$ cat src/rtl/sr_pulse_ctrl.sv
// Debounced set/reset requests -> single-cycle S/R pulses for the SR flip-flop stage; S and R are never high together.
// Define SR_PULSE_CTRL_SYNC_EN to add a 2-FF synchroniser on each raw input (+2 cycles latency).
module sr_pulse_ctrl #(
  parameter int DEBOUNCE_CYCLES = 4,
  parameter int HOLDOFF_CYCLES  = 2
) (
  input  logic clk,
  input  logic rst,
  input  logic set_in,
  input  logic reset_in,
  output logic S,
  output logic R,
  output logic busy,
  output logic conflict
);

  localparam int CW = $clog2(DEBOUNCE_CYCLES + 1);
  localparam int HW = (HOLDOFF_CYCLES > 1) ? $clog2(HOLDOFF_CYCLES) : 1;
  localparam logic [CW-1:0] CNT_LAST  = CW'(DEBOUNCE_CYCLES - 1);
  localparam logic [HW-1:0] HOLD_LAST = HW'((HOLDOFF_CYCLES > 0) ? HOLDOFF_CYCLES - 1 : 0);

  localparam logic [1:0] IDLE    = 2'd0;
  localparam logic [1:0] PULSE   = 2'd1;
  localparam logic [1:0] HOLDOFF = 2'd2;

  // Index 0 carries the set request, index 1 the reset request.
  logic [1:0]    smp;
  logic [1:0]    deb_lvl;
  logic [1:0]    rise;
  logic [CW-1:0] cnt [2];
  logic [1:0]    state;
  logic [HW-1:0] hold_cnt;
  logic          set_pend;
  logic          reset_pend;
  logic          take_set;
  logic          take_reset;

`ifdef SR_PULSE_CTRL_SYNC_EN
  logic [1:0] set_sync;
  logic [1:0] reset_sync;

  always_ff @(posedge clk) begin
    if (rst) begin
      set_sync   <= 2'b00;
      reset_sync <= 2'b00;
    end else begin
      set_sync   <= {set_sync[0], set_in};
      reset_sync <= {reset_sync[0], reset_in};
    end
  end

  assign smp = {reset_sync[1], set_sync[1]};
`else
  assign smp = {reset_in, set_in};
`endif

  always_ff @(posedge clk) begin
    if (rst) begin
      deb_lvl <= 2'b00;
      for (int i = 0; i < 2; i++) cnt[i] <= '0;
    end else begin
      for (int i = 0; i < 2; i++) begin
        if (smp[i] == deb_lvl[i]) begin
          cnt[i] <= '0;
        end else if (cnt[i] == CNT_LAST) begin
          deb_lvl[i] <= smp[i];
          cnt[i]     <= '0;
        end else begin
          cnt[i] <= cnt[i] + 1'b1;
        end
      end
    end
  end

  // A rise is flagged on the same edge the debounced level flips high.
  always_comb begin
    rise = 2'b00;
    for (int i = 0; i < 2; i++)
      rise[i] = smp[i] & ~deb_lvl[i] & (cnt[i] == CNT_LAST);
  end

  assign take_reset = (state == IDLE) & reset_pend;
  assign take_set   = (state == IDLE) & set_pend & ~reset_pend;
  assign busy       = (state != IDLE);

  always_ff @(posedge clk) begin
    if (rst) begin
      state      <= IDLE;
      hold_cnt   <= '0;
      S          <= 1'b0;
      R          <= 1'b0;
      conflict   <= 1'b0;
      set_pend   <= 1'b0;
      reset_pend <= 1'b0;
    end else begin
      S        <= 1'b0;
      R        <= 1'b0;
      conflict <= 1'b0;
      // A new rise on the consuming edge counts as a fresh request.
      set_pend   <= rise[0] | (set_pend & ~take_set);
      reset_pend <= rise[1] | (reset_pend & ~take_reset);
      case (state)
        IDLE: begin
          if (reset_pend) begin
            R        <= 1'b1;
            conflict <= set_pend;
            state    <= PULSE;
          end else if (set_pend) begin
            S     <= 1'b1;
            state <= PULSE;
          end
        end
        PULSE: begin
          if (HOLDOFF_CYCLES == 0) begin
            state <= IDLE;
          end else begin
            state    <= HOLDOFF;
            hold_cnt <= HOLD_LAST;
          end
        end
        HOLDOFF: begin
          if (hold_cnt == '0) state <= IDLE;
          else                hold_cnt <= hold_cnt - 1'b1;
        end
        default: state <= IDLE;
      endcase
    end
  end

endmodule
$ cat config.mk
export PLATFORM = sky130hd
export DESIGN_NAME = sr_pulse_ctrl
export DESIGN_NICKNAME = d
export VERILOG_FILES = /design/src/rtl/sr_pulse_ctrl.sv
export SDC_FILE = /design/constraint.sdc
export NUM_CORES = 1
export LEC_CHECK = 0
export ABC_AREA = 1
export BUFFER_PORTS_ARGS = -buffer_cell sky130_fd_sc_hd__buf_2
export CAP_MARGIN = 20
export CORE_UTILIZATION = 47
export CTS_CLUSTER_SIZE = 10
export DETAILED_ROUTE_END_ITERATION = 16
export PLACE_DENSITY = 0.68
export SYNTH_ARGS = -nofsm -noshare
export SYNTH_HDL_FRONTEND = slang
export SYNTH_SLANG_ARGS = --single-unit
$ cat constraint.sdc
create_clock -name clk -period 1.3 [get_ports clk]
set_clock_uncertainty 0.1 [all_clocks]
set_input_delay 0 -clock clk [delete_from_list [all_inputs] [get_ports clk]]
set_output_delay 0 -clock clk [all_outputs]
set_load 0.01 [all_outputs]
# == Word level (Yosys, flattened, before mapping) ==
# Memories as Yosys holds them, arrays and structs flattened.
# Cells that the tools add are included.
# classes
addsub,3
n_mul,0
div,0
n_lt_le_gt_ge,0
n_eq_ne,8
shifts,0
n_mux,38
bitwise,25
reduce_logical,9
# ops
op,n
1-bit two-way mux,27
3-bit two-way mux,6
1-bit AND,9
1-bit inverter,8
1-bit OR,8
"3-bit by 1-bit adder with 3-bit output, second input constant",2
"3-bit by 2-bit == test with 1-bit output, second input constant",2
2-bit two-way mux,3
2-bit case mux with 3 select lines,1
2-bit AND reduction,3
3-bit OR reduction,2
2-bit nonzero test,2
"3-bit inequality test, second input constant",1
1-bit == test,2
"2-bit by 1-bit == test with 1-bit output, second input constant",1
"2-bit == test, second input constant",1
2-bit logical NOT,1
"2-bit inequality test, second input constant",1
1-bit case mux with 2 select lines,1
2-bit OR reduction,1
"1-bit subtractor, second input constant",1
# totals
ff_bits,10
latchBits,0
ram_bits,6
romBits,0
input_bits,4
out_inout_bits,4
wordCells,93
n_memories,1
# mem_list
name,words,word_bits,rd,rd_ports_with_merged_regs,wr,line,source
cnt,2,3,2,0,2,30,logic [CW-1:0] cnt [2];

# == Depth between registers and ports, before layout ==
# Gate-level depths: netlist of the first run.
# logic_depth
word_depth,7
mapped_depth,6
ltp_nobuf,6

# == Worst setup path before layout of the first run ==
# OpenSTA, ideal clock, no wires.
# synth_timing
kind,register to register
start,memory cnt[1][0] (netlist name)
end,memory cnt[1][0] (netlist name) (data pin)
setup_ns,0.139
t_arrival_ns,1.002
t_required_ns,1.061
slack_ns,0.059
path_stages_with_launch,6
synth_period_minus_slack_ns,1.241
path_cell_list,edfxtp_1 -> ha_1 -> ha_1 -> inv_1 -> nand3_1 -> nor2_1
# synth_rtl
element,line
"start, declared",30

==> results of run 1 <==
==> per-stage QoR <==
step	hold slack [ps]	std cells	area [um^2]	total power, W	setup WS [ps]
2_1_floorplan	-30.9	86	762	0.000845	59.1
5_1_grt	388	120	977	0.00144	-29.9
4_1_cts	361	117	921	0.00126	3.06
3_3_place_gp	123	109	823	0.000908	-23.8
6_report	363	120	977	0.00133	36.1
3_5_place_dp	127	109	823	0.000912	-41.2
==> power groups by stage <==
| stage | Combinational [W] | Sequential [W] | Clock, W |
|---|---|---|---|
| after floorplan | 0.000238 | 0.000607 | 0 |
| after global placement | 0.000296 | 0.000612 | 0 |
| after detailed placement | 0.000299 | 0.000613 | 0 |
| after CTS | 0.000321 | 0.000605 | 0.000332 |
| after global routing | 0.000472 | 0.000614 | 0.000354 |
| final | 0.000403 | 0.000608 | 0.000321 |
==> critical path, stage by stage, from the launching register on <==
cell and delay [ps]:
edfxtp_1 400, ha_2 200, ha_4 160, inv_2 50, nand3_2 100, nor2_1 110
==> worst max-delay path by stage <==
stage,start,endpoint,slack (ps),cells after the start
2_1_floorplan,cnt[1][0],cnt[1][0],60,5
5_1_grt,cnt[0][0],cnt[0][1],-30,5
6_report,cnt[1][0],cnt[1][0],40,5
3_5_place_dp,cnt[1][0],cnt[1][0],-40,5
3_3_place_gp,cnt[1][0],cnt[1][0],-20,5
4_1_cts,state[1],busy,3,4
==> cell families after synthesis <==
family,Yosys count,share of synthesized area
other,1,0.00505
flip-flops,16,0.512
AO/OA/AOI/OAI,10,0.0673
buffers and inverters,16,0.0825
AND/OR/NAND/NOR,28,0.165
adder cells (fa/ha/maj),10,0.168
==> metal layers <==
| layer | track usage | vias to the layer above | wire length (um) | part of all wire |
|---|---|---|---|---|
| met5 | 0 | - | 0 | 0 |
| met1 | 0.173 | 255 | 559 | 0.49 |
| met2 | 0.234 | 8 | 520 | 0.46 |
| met4 | 0.0774 | 0 | 17 | 0.015 |
| li1 | - | 301 | - | - |
| met3 | 0.0391 | 2 | 35 | 0.031 |
==> cell usage in the layout (no fill, tap or decap), drive strengths merged <==
| cell type | n |
|---|---|
| clkbuf | 4 |
| conb | 6 |
| nor3 | 3 |
| nand2 | 9 |
| nor2 | 11 |
| clkinv | 1 |
| dfxtp | 10 |
| edfxtp | 6 |
| inv | 15 |
| dlygate4sd3 | 3 |
| nand3 | 5 |
| o21ai | 4 |
| buf | 12 |
| a21oi | 6 |
| ha | 10 |
==> area by class of cell <==
type	count	area, um^2
Clock buffer	4	36.3
Fill cell	109	405
Inverter	16	61.3
Multi-Input combinational cell	54	375
Sequential cell	16	383
Tap cell	15	18.8
Timing Repair Buffer	15	103
==> state kept, by name, indices dropped and copies added, names as in the netlist <==
name,flops
R,1
set_pend,1
hold_cnt,1
conflict,1
reset_pend,1
S,1
deb_lvl,2
state,2
cnt,6
==> repair_timing <==
action                                  4_1_cts  5_1_grt
resized for setup                             8       10
pin swaps                                     2        4
buffers inserted                              1        3
hold buffers                                  3        0
endpoints found under the setup margin        7        7
endpoints found under the hold margin         4        0
==> qor.txt, run 1 <==
outcome - finished clean
number of DRC markers in iteration 0 - 6
ranking of synthesized cells by area - dfxtp_1, edfxtp_1, ha_1, inv_1, nor2_1
DRC Markers - 0
H-tree Lvls - 1
Pwr Density - 1360 mW/mm^2
GP Congestion - 0.762
GRT Total Usage - 0.145
endpoints failing setup - 0
Tcrit/Tclk final - 0.972
syn avg cell area - 9.18 um^2
routed length per placed instance - 9.43 um
IO Pins - 8
diode count - 0
clk sinks - 16
Int Power - 0.000936 W
CTS tree - built
Worst VDD drop - 0.827 mV
clock share of power - 0.241
Die Y - 41.8 um
final setup TNS - 0 ps
crit path time final - 1260 ps
clk slew on worst S/H paths - 90 ps
CTS Buf Count - 3
reg2reg end - cnt[1][0]
#FFs+latches synth - 16
drt pass-1 iters - 3
Starting Density - 0.538
Gate power share - 0.303
Syn Std Cell Area - 743 um^2
Post-DP HPWL - 790 um
Top FF cell, synth - dfxtp_1
via count - 566
core area - 0.00138 mm^2
RSZ-0062 raised after global routing - true
Vias/cell - 4.72
max_cap viols - 0
Arr. time, crit path - 1310 ps
R2R Setup Slk - 40 ps
post-synthesis cell count - 81
first-pass GRT wire length - 1920 um
CP startpoint kind - flip-flop
largest net degree at the start of global routing - 10
Synth area leader - dfxtp_1
hold endpoint - deb_lvl[0]
layout cell share with drive strength beyond 1 - 0.333
gr ovfl total - 0
vias in the first global route - 504
Crit Reg-Reg Startpoint - cnt[1][0]
hold path depth - 2
Final Max Slew Viols - 0
Seq/Total Area, Yosys - 0.512
Min-Delay Startpoint - deb_lvl[0]
Switching Fraction - 0.297
Die Wd - 41.8 um
endpoint type of the worst setup path - flip-flop
CP max FO - 3
clock buffer depth - 2
static leakage - 0.441 nW
area grow syn2layout - 31.5%
Final Hold Fails - 0
hold crit path type - reg -> reg
final wirelength - 1130 um
Psw - 0.000396 W
Distinct cells, synth - 15
async set or reset register ratio after synthesis - 0
Sequential Power Share - 0.456
FMAX - 791 MHz
initial antenna violation count - 0
critical path required time - 1340 ps
full die area - 0.00174 mm^2
Root Driver - clkbuf_4
site row count - 13
Synth Warn # - 0
Reg2Reg Depth - 5
port buffer count - 7
NumNets Final - 120
share of the synthesized area in the top cell type - 0.269
Final ANT Viol Nets - 0
Setup CP Type - reg -> reg
most common library cells after synthesis - inv_1, dfxtp_1, ha_1, nor2_1, nand2_1
Final Util - 0.707
clock latency at the later pin of the worst-skew pair - 280 ps
EDFF count, synth - 6
top-count cell post-synth - inv_1
(Power assumes the default switching activity.)
==> run 2, diff against run 1 <==
HOLD_SLACK_MARGIN = 0.03   (was unset)
PLACE_DENSITY = 0.77   (was 0.68)
==> qor.txt, run 2 (synthesized netlist as in run 1, its figures left out) <==
area grow syn2layout - 30.8%
Pwr Density - 1290 mW/mm^2 (-5.3%)
via count - 576 (+1.8%)
routed length per placed instance - 10.9 um (+16%)
max_cap viols - 0 (unchanged)
max reg flops - 6 (unchanged)
largest net degree at the start of global routing - 10 (unchanged)
gr ovfl total - 0 (unchanged)
Die Y - 41.8 um (unchanged)
Post-DP HPWL - 810 um (+2.6%)
CP max FO - 3 (unchanged)
Setup CP Type - reg -> reg
IO Pins - 8 (unchanged)
CTS tree - built
initial antenna violation count - 0 (unchanged)
FMAX - 776 MHz (-1.9%)
endpoint type of the worst setup path - flip-flop
hold crit path type - in -> reg
vias in the first global route - 589 (+17%)
port buffer count - 7 (unchanged)
full die area - 0.00174 mm^2 (unchanged)
Final Util - 0.703 (-0.00362)
biggest regs - cnt: 6 flops, deb_lvl: 2 flops, state: 2 flops
static leakage - 0.430 nW (-2.5%)
worst path cell trace - ha_2 > ha_4 > nor2_4 > nand2_2 > nor2_1
DRC Markers - 0 (unchanged)
Arr. time, crit path - 1340 ps (+30 ps)
H-tree Lvls - 1 (unchanged)
CTS Buf Count - 3 (unchanged)
design area - 972 um^2 (-0.51%)
final setup TNS - 0 ps (unchanged)
clk slew on worst S/H paths - 90 ps (about the same)
diode count - 0 (unchanged)
drt pass-1 iters - 4 (+1)
hold_ws - 366 ps (+3.24 ps)
Starting Density - 0.538 (unchanged)
clock latency at the later pin of the worst-skew pair - 280 ps (about the same)
crit path time final - 1290 ps (+24.2 ps)
Largest Register - cnt
number of DRC markers in iteration 0 - 14 (+8)
clk sinks - 16 (unchanged)
commonest non-fill, non-tap cell in the layout - inv_1
first-pass GRT wire length - 2210 um (+15%)
GP Congestion - 0.829 (+8.9%)
Root Driver - clkbuf_4
filler instances - 106 (-2.8%)
NumNets Final - 119 (-0.83%)
RSZ-0062 raised after global routing - true
core area - 0.00138 mm^2 (unchanged)
Worst VDD drop - 0.844 mV (+2.1%)
site row count - 13 (unchanged)
pre-CTS worst setup slack - -10.3 ps (+30.9 ps)
Placement Cell Area - 823 um^2 (unchanged)
Final Hold Fails - 0 (unchanged)
critical path required time - 1350 ps (about the same)
slowest CP cell - edfxtp_1
CP startpoint kind - flip-flop
endpoints failing setup - 0 (unchanged)
layout cell share with drive strength beyond 1 - 0.327 (-0.00641)
outcome - finished clean
most frequent cells in the layout - inv_1, dfxtp_1, buf_2
Final Max Slew Viols - 0 (unchanged)
clock buffer depth - 2 (unchanged)
Tcrit/Tclk final - 0.991 (+0.0186)
Largest stage delay, worst path - 410 ps (about the same)
Final ANT Viol Nets - 0 (unchanged)
Vias/cell - 4.84 (+2.6%)
final wirelength - 1300 um (+15%)
Worst Setup Slack, final - 11.9 ps (-24.2 ps)
Die Wd - 41.8 um (unchanged)
GRT Total Usage - 0.167 (+0.0229)
## run 2: stage by stage
stage          instances  power (W)
6_report             119    0.00126
5_1_grt              119    0.00136
2_1_floorplan         86   0.000845
3_3_place_gp         109   0.000903
3_5_place_dp         109   0.000921
4_1_cts              117    0.00121
## run 2: critical path: cells and delay by family (launching register included)
| kind | cells | cell delay (ps) |
|---|---|---|
| AND/OR/NAND/NOR | 3 | 250 |
| flip-flops | 1 | 410 |
| adder cells (fa/ha/maj) | 2 | 390 |
## run 2: metal layers
metal,track usage,part of all wire
met5,0,0
met1,0.168,0.45
met4,0.0774,0.012
met2,0.297,0.51
met3,0.0696,0.035
## run 2: final timing paths
path	startpoint	to	slack (ps)	depth (start not counted)
setup / recovery	cnt[0][0]	cnt[0][1]	10	5
hold / removal	rst	deb_lvl[1]	370	3
setup reg to reg	cnt[0][0]	cnt[0][1]	10	5
hold reg to reg	deb_lvl[1]	deb_lvl[1]	380	2
## run 2: final cells by class
class,instances,area [um^2],area share
multi-input cells,54,388,0.399
flip-flops and latches,16,383,0.394
repair buffers,14,95.1,0.0978
inverters,16,61.3,0.0631
clock buffers,4,26.3,0.0270
well taps,15,18.8,0.0193
## run 2: report_power, final
group | internal [W] | total [W] | switching [W] | leakage, nW
clock | 0.000119 | 0.000266 | 0.000147 | 0.0150
combinational | 0.000164 | 0.000383 | 0.000218 | 0.272
sequential | 0.000576 | 0.000606 | 0.0000303 | 0.144
## run 2: timing repair
item / 4_1_cts / 5_1_grt
pin swaps: 2 / 7
hold endpoints to repair: 5 / 0
endpoints found under the setup margin: 7 / 9
hold buffers: 3 / 0
buffers inserted: 1 / 2
gates resized for setup: 7 / 12
